[config.mk]
export PLATFORM = sky130hd
export DESIGN_NAME = hazard_stall_unit
export DESIGN_NICKNAME = d
export VERILOG_FILES = /design/src/rtl/hazard_stall_unit.sv
export SDC_FILE = /design/constraint.sdc
export NUM_CORES = 1
export LEC_CHECK = 0
export CORE_MARGIN = 4
export CORE_UTILIZATION = 52
export CTS_CLUSTER_SIZE = 16
export DETAILED_ROUTE_END_ITERATION = 16
export PLACE_DENSITY_LB_ADDON = 0.05
export SYNTH_ARGS = -nofsm -noshare
export SYNTH_HDL_FRONTEND = slang
export SYNTH_SLANG_ARGS = --single-unit
export TNS_END_PERCENT = 1
[constraint.sdc]
create_clock -name clk -period 4 [get_ports clk]
set_input_delay 1 -clock clk [delete_from_list [all_inputs] [get_ports clk]]
set_output_delay 1 -clock clk [all_outputs]
set_load 0.005 [all_outputs]
[src/rtl/hazard_stall_unit.sv]
`default_nettype none
// ============================================================================
//  Module   : hazard_stall_unit
//  Brief    : Pipeline stall/flush controller with memory-wait watchdog and
//             saturating stall/flush performance counters.
//  Revision : 1.0  initial release
// ============================================================================
module hazard_stall_unit #(
    parameter int MEM_TIMEOUT = 255,
    parameter int CNT_W       = 16
) (
    input  logic             clk,
    input  logic             arst_n,
    input  logic             id_ex_mem_read,
    input  logic [4:0]       id_ex_rd,
    input  logic [4:0]       if_id_rs1,
    input  logic [4:0]       if_id_rs2,
    input  logic             if_id_uses_rs2,
    input  logic             branch_taken,
    input  logic             mem_req,
    input  logic             mem_ready,
    input  logic             clear_err,
    output logic             pc_write_en,
    output logic             if_id_write_en,
    output logic             if_id_flush,
    output logic             id_ex_write_en,
    output logic             id_ex_bubble,
    output logic             ex_mem_write_en,
    output logic             mem_wb_bubble,
    output logic             halted,
    output logic [CNT_W-1:0] stall_cycles,
    output logic [CNT_W-1:0] flush_count
);

    localparam int               C_WC_W      = $clog2(MEM_TIMEOUT) + 1;
    localparam logic [C_WC_W-1:0] C_WAIT_LAST = C_WC_W'(MEM_TIMEOUT - 1);
    localparam logic [CNT_W-1:0]  C_CNT_MAX   = '1;

    typedef enum logic [1:0] {
        S_RUN      = 2'd0,
        S_MEM_WAIT = 2'd1,
        S_HALT     = 2'd2
    } state_t;

    state_t             r_state;
    logic [C_WC_W-1:0]  r_wait_cnt;
    logic [CNT_W-1:0]   r_stall_cnt;
    logic [CNT_W-1:0]   r_flush_cnt;

    logic w_lu;
    logic w_ms;
    logic w_in_halt;
    logic w_pc_we;
    logic w_if_id_we;
    logic w_if_id_flush;
    logic w_id_ex_we;
    logic w_id_ex_bubble;
    logic w_ex_mem_we;
    logic w_mem_wb_bubble;

    assign w_lu = id_ex_mem_read && (id_ex_rd != 5'd0) &&
                  ((id_ex_rd == if_id_rs1) ||
                   (if_id_uses_rs2 && (id_ex_rd == if_id_rs2)));
    assign w_ms      = mem_req && !mem_ready;
    assign w_in_halt = (r_state == S_HALT);

    // Priority decode: HALT > memory stall > taken branch > load-use > normal.
    always_comb begin
        w_pc_we         = 1'b1;
        w_if_id_we      = 1'b1;
        w_if_id_flush   = 1'b0;
        w_id_ex_we      = 1'b1;
        w_id_ex_bubble  = 1'b0;
        w_ex_mem_we     = 1'b1;
        w_mem_wb_bubble = 1'b0;
        if (w_in_halt) begin
            w_pc_we         = 1'b0;
            w_if_id_we      = 1'b0;
            w_id_ex_we      = 1'b0;
            w_ex_mem_we     = 1'b0;
            w_mem_wb_bubble = 1'b1;
        end else if (w_ms) begin
            w_pc_we         = 1'b0;
            w_if_id_we      = 1'b0;
            w_id_ex_we      = 1'b0;
            w_ex_mem_we     = 1'b0;
            w_mem_wb_bubble = 1'b1;
        end else if (branch_taken) begin
            w_if_id_flush   = 1'b1;
            w_id_ex_bubble  = 1'b1;
        end else if (w_lu) begin
            w_pc_we         = 1'b0;
            w_if_id_we      = 1'b0;
            w_id_ex_bubble  = 1'b1;
        end
    end

    // Outputs are held low for the whole time reset is asserted.
    assign pc_write_en     = arst_n & w_pc_we;
    assign if_id_write_en  = arst_n & w_if_id_we;
    assign if_id_flush     = arst_n & w_if_id_flush;
    assign id_ex_write_en  = arst_n & w_id_ex_we;
    assign id_ex_bubble    = arst_n & w_id_ex_bubble;
    assign ex_mem_write_en = arst_n & w_ex_mem_we;
    assign mem_wb_bubble   = arst_n & w_mem_wb_bubble;
    assign halted          = arst_n & w_in_halt;
    assign stall_cycles    = r_stall_cnt;
    assign flush_count     = r_flush_cnt;

    always_ff @(posedge clk or negedge arst_n) begin
        if (!arst_n) begin
            r_state    <= S_RUN;
            r_wait_cnt <= '0;
        end else begin
            case (r_state)
                S_RUN: begin
                    if (w_ms) begin
                        r_state    <= S_MEM_WAIT;
                        r_wait_cnt <= C_WC_W'(1);
                    end
                end
                S_MEM_WAIT: begin
                    if (!w_ms) begin
                        r_state    <= S_RUN;
                        r_wait_cnt <= '0;
                    end else if (r_wait_cnt == C_WAIT_LAST) begin
                        r_state    <= S_HALT;
                    end else begin
                        r_wait_cnt <= r_wait_cnt + C_WC_W'(1);
                    end
                end
                S_HALT: begin
                    if (clear_err) begin
                        r_state    <= S_RUN;
                        r_wait_cnt <= '0;
                    end
                end
                default: begin
                    r_state    <= S_RUN;
                    r_wait_cnt <= '0;
                end
            endcase
        end
    end

    always_ff @(posedge clk or negedge arst_n) begin
        if (!arst_n) begin
            r_stall_cnt <= '0;
            r_flush_cnt <= '0;
        end else begin
            if (!w_pc_we && !w_in_halt && (r_stall_cnt != C_CNT_MAX))
                r_stall_cnt <= r_stall_cnt + CNT_W'(1);
            if (w_if_id_flush && (r_flush_cnt != C_CNT_MAX))
                r_flush_cnt <= r_flush_cnt + CNT_W'(1);
        end
    end

endmodule
`default_nettype wire

Word-level counts from Yosys, hierarchy flattened --
Index checks and enable logic that the tools add are counted.
Word-level totals: bits in registers 43, input bits 23, output and inout bits 40, logic and storage cells 64
Operators by class: $add $sub $neg 3, equality and inequality tests 11, muxes and demuxes 25, bitwise operators 6, reduce and logical (&&, ||, !) cells 15
Operators with widths (number):
- $mux W9 | 4
- $add A16 B1 Y16 const B | 2
- $ne A16 B16 Y1 const B | 2
- $pmux W9 S3 | 1
- $mux W1 | 15
- $eq A5 B5 Y1 | 2
- $add A9 B1 Y9 const B | 1
- $eq A9 B8 Y1 const B | 1
- $mux W2 | 4
- $logic_and A1 B1 Y1 | 7
- $and A1 B1 Y1 | 6
- $ne A3 B3 Y1 const B | 2
- $pmux W2 S3 | 1
- $reduce_and A3 Y1 | 2
- $reduce_bool A5 Y1 | 1
- $ne A2 B2 Y1 const B | 2
- $logic_not A1 Y1 | 3
- $eq A2 B1 Y1 const B | 1
- $eq A2 B2 Y1 const B | 1
- $logic_not A2 Y1 | 1
- $logic_or A1 B1 Y1 | 1

Longest topological paths before layout --
depth in word-level cells 11, gate-level depth with buffers 8, depth with buffers taken out 7

Worst setup path before layout --
No wires, ideal clock.
path type input port to output port, from input port mem_ready, to output port pc_write_en, arrival 2.127 ns, data required time 3.000 ns, path slack 0.873 ns, cell stages on the path 5, path buffers 2, cell sequence nand2b_1 > buf_1 > and3_1 > and2_1 > buf_4
On the way: longest elaborated chain between the ends 5
RTL lines:
- start: declaration | RTL line 21 | input logic mem_ready,
- $logic_not A1 Y1 | RTL line 64 | assign w_ms = mem_req && !mem_ready;
- $logic_and A1 B1 Y1 | RTL line 64
- $mux W1 (2 in series)
- $and A1 B1 Y1
- end: declaration | RTL line 23 | output logic pc_write_en,
No other way between the ends.

Worst setup path in the final report --
from input port id_ex_rd[4], to output port if_id_write_en
On the way: longest elaborated chain between the ends 9, elaborated cells on any way between the ends 12, classes of those cells 2 x eq/ne; 4 x mux; 1 x bitwise; 5 x reduce/logical
RTL lines:
- start: declaration | RTL line 15 | input logic [4:0] id_ex_rd,
- $eq A5 B5 Y1 | RTL line 63 | (if_id_uses_rs2 && (id_ex_rd == if_id_rs2)));
- $logic_and A1 B1 Y1 | RTL line 63
- $logic_or A1 B1 Y1 | RTL line 62 | ((id_ex_rd == if_id_rs1) ||
- $logic_and A1 B1 Y1 * | RTL line 61 | assign w_lu = id_ex_mem_read && (id_ex_rd != 5'd0) &&
- $mux W1 * | RTL line 91 | end else if (w_lu) begin
- $mux W1 * | RTL line 88 | end else if (branch_taken) begin
- $mux W1 * | RTL line 82 | end else if (w_ms) begin
- $mux W1 * | RTL line 76 | if (w_in_halt) begin
- $and A1 B1 Y1 * | RTL line 100 | assign if_id_write_en = arst_n & w_if_id_we;
- end: declaration | RTL line 24 | output logic if_id_write_en,
Mark *: on every way between the ends. The rest lies on a longest branch, timed or not.

==> results.cfg <==
[power]
clkPwrFrac_pct = 20.4
p_per_area_mw_per_mm2 = 419
seq_power_share_pct = 46.3
power_mw = 1.33
peakVddDrop_mv = 0.337
leakagePower_nw = 1.30
power.internal_mw = 0.883
swShare_pct = 33.5
p_switching_mw = 0.444
p_comb_share_pct = 33.3

[timing]
clock-skew-final_ns = 0.0101
finalSetupViolCount = 0
grt_setup_unrepaired = no
worst_pin_slew_ns = 0.492
fin_crit_ns = 3.77
fin_crit_sh_pct = 94.4
timing.setup.tns_ns = 0
fmax_ghz = 0.265
hold_viol_final = 0
relSlewSlack_pct = 66.8
slew_viol_final = 0

[yosys]
ys_seq_elements = 43
yosys_most_used_dff = dfrtp_1
ys_seq_area_share_pct = 44.7
synth_cell_types = 43
async_reset_ff_share_pct = 100
synth_edf_count = 0
syn_area_mm2 = 0.00241
synth_area_per_cell_um2 = 10.5
synthCells = 230
synth_warnings = 0
syn_nets = 257

[detailed_routing]
drt_pass1_iterations = 4
vias_per_cell = 5.53
drcViolationCount = 0
drt_iter0_markers = 79
routed_wl_mm = 5.43
wl_per_cell_um = 15.5
drtAntennaViolNets = 0
vias = 1941

[setup_path]
crit_type = in -> out
crit_fanout = 3
path_buf_inv = 2
crit_arrival_ns = 2.77
worstPathCellList = clkdlybuf4s50_1, xnor2_1, nand3_1, o22ai_2, nand4b_4, and2_1, clkdlybuf4s50_1
critPathSlowestCell = clkdlybuf4s50_1
crit_family = buffers and inverters
cpPeakStageDelay_ns = 0.54
required_ns = 3.00
cp-start-kind = input port
cp_common_cell = clkdlybuf4s50_1
cp-end-kind = primary output

[clock_network]
ctsHtreeMaxLevel = 2
ctsResizeCount = 0
cts_buffers = 5
cts_root_buf = clkbuf_8
cts_sinks = 43
post_cts_buffers = 0
postCtsHoldBufs = 0
cts_buffer_depth = 2
clkSlewWorstSetupHoldPaths_ns = 0.08
cts_tree = done
insertion_delay_ns = 0.30

[grt]
grt_pass1_vias = 1929
grt_usage_pct = 19.9
grt_pass1_wl_mm = 9.56
grt_max_degree = 30
overflow = 0
antenna_found_initial = 0

[run]
max_cap_viol_count = 0

[die]
initial_utilization_pct = 54.5
ios = 63
rows = 24
dieArea_mm2 = 0.00578
fp.coreArea_mm2 = 0.00441
dieHeight_um = 76.0
dieWidth_um = 76.0

[hold_path]
hold_class = reg -> reg

[layout]
area_growth_pct = 31.6
final_layout_size_suffix_gt1_share_pct = 11.0
diodes = 0
nets = 325

[placement]
gp_congestion = 0.800
portBuffers = 62
dp_hpwl_mm = 4.07

[status]
outcome = finished clean
==> worst register-to-register path: cells and delay by family, from the launching register on <==
kind | cells | cell delay [ns]
buffers and inverters | 2 | 0.33
AND/OR/NAND/NOR | 3 | 0.57
adder cells (fa/ha/maj) | 1 | 0.15
XOR/XNOR | 1 | 0.15
AO/OA/AOI/OAI | 1 | 0.27
flip-flops | 1 | 0.42
==> layer usage <==
layer,wire [um],vias to the layer above,GRT usage [%]
li1,-,951,-
met5,0,-,0
met4,63,0,5.69
met1,2600,929,27.4
met2,2500,54,31.2
met3,273,7,4.85
==> registers in the layout, indices dropped and copies added (netlist names) <==
signal and flops:
flush_count 16, stall_cycles 16, r_wait_cnt 9, r_state 2
==> placed cells by master, fill, tap and decap left out, drive strengths merged, types with 2 or more instances in the layout <==
| cell type | n |
|---|---|
| and2 | 3 |
| xnor2 | 23 |
| a2111oi | 4 |
| a21oi | 7 |
| nand3 | 13 |
| nand2b | 4 |
| clkdlybuf4s50 | 61 |
| nor2 | 11 |
| o22ai | 3 |
| o21ai | 6 |
| buf | 7 |
| xor2 | 22 |
| nand4 | 12 |
| mux2 | 2 |
| ha | 4 |
| nor3 | 3 |
| clkbuf | 7 |
| dfrtp | 43 |
| inv | 6 |
| a211oi | 10 |
| a31oi | 3 |
| and3 | 8 |
| nand2 | 22 |
| and4 | 3 |
==> layout make-up <==
type,count,area [um2]
clock buffers,7,76.3
fillers,341,1250
multi-input cells,174,1260
inverters,6,22.5
flip-flops and latches,43,1080
well taps,52,65.1
clock inverters,1,5.00
repair buffers,68,661
==> synth_stat cells (all sizes together) (6+ instances only) <==
master / n / area (um2)
a211oi: 10 / 115
a21oi: 7 / 35.0
and3: 8 / 50.1
nand3: 13 / 70.1
o21ai: 6 / 33.8
inv: 6 / 22.5
buf: 6 / 42.5
xnor2: 23 / 201
dfrtp: 43 / 1080
nor2: 11 / 41.3
nand4: 12 / 75.1
nand2: 22 / 82.6
xor2: 22 / 193
==> through the flow <==
stage	setup WS [ns]	utilization, %	hold slack, ns	area [um2]	cells
finish	0.225	71.8	0.481	3170	351
floorplan	0.873	-	0.465	2410	230
CTS	0.218	71.8	0.488	3170	351
global route	0.106	71.8	0.513	3170	351
global placement	0.270	69.9	0.473	3090	343
detailed placement	0.223	69.9	0.473	3090	343
==> power groups by stage <==
stage / logic, mW / clock network (mW) / registers, mW
floorplan: 0.212 / 0 / 0.607
detailed placement: 0.445 / 0 / 0.621
CTS: 0.448 / 0.279 / 0.613
global placement: 0.435 / 0 / 0.619
global route: 0.489 / 0.296 / 0.631
finish: 0.442 / 0.270 / 0.615
==> worst paths after layout <==
check / to / start / slack, ns / cells past startpoint
max in group asynchronous: flush_count[9] / arst_n / 2.82 / 2
min reg2reg: stall_cycles[11] / stall_cycles[11] / 0.48 / 1
max reg2reg: r_wait_cnt[4] / r_wait_cnt[0] / 1.99 / 8
max: if_id_write_en / id_ex_rd[4] / 0.23 / 7
min in group asynchronous: r_wait_cnt[0] / arst_n / 0.54 / 1
min: stall_cycles[11] / stall_cycles[11] / 0.48 / 1
==> kinds of logic after synthesis <==
kind of cell	after synthesis	synth area share [%]
multiplexers	2	0.935
flip-flops	43	44.7
XOR/XNOR	45	16.4
adder cells (fa/ha/maj)	4	2.08
AO/OA/AOI/OAI	37	13.3
buffers and inverters	13	2.86
AND/OR/NAND/NOR	86	19.8
Note: power is estimated with default switching activity, not from simulation.
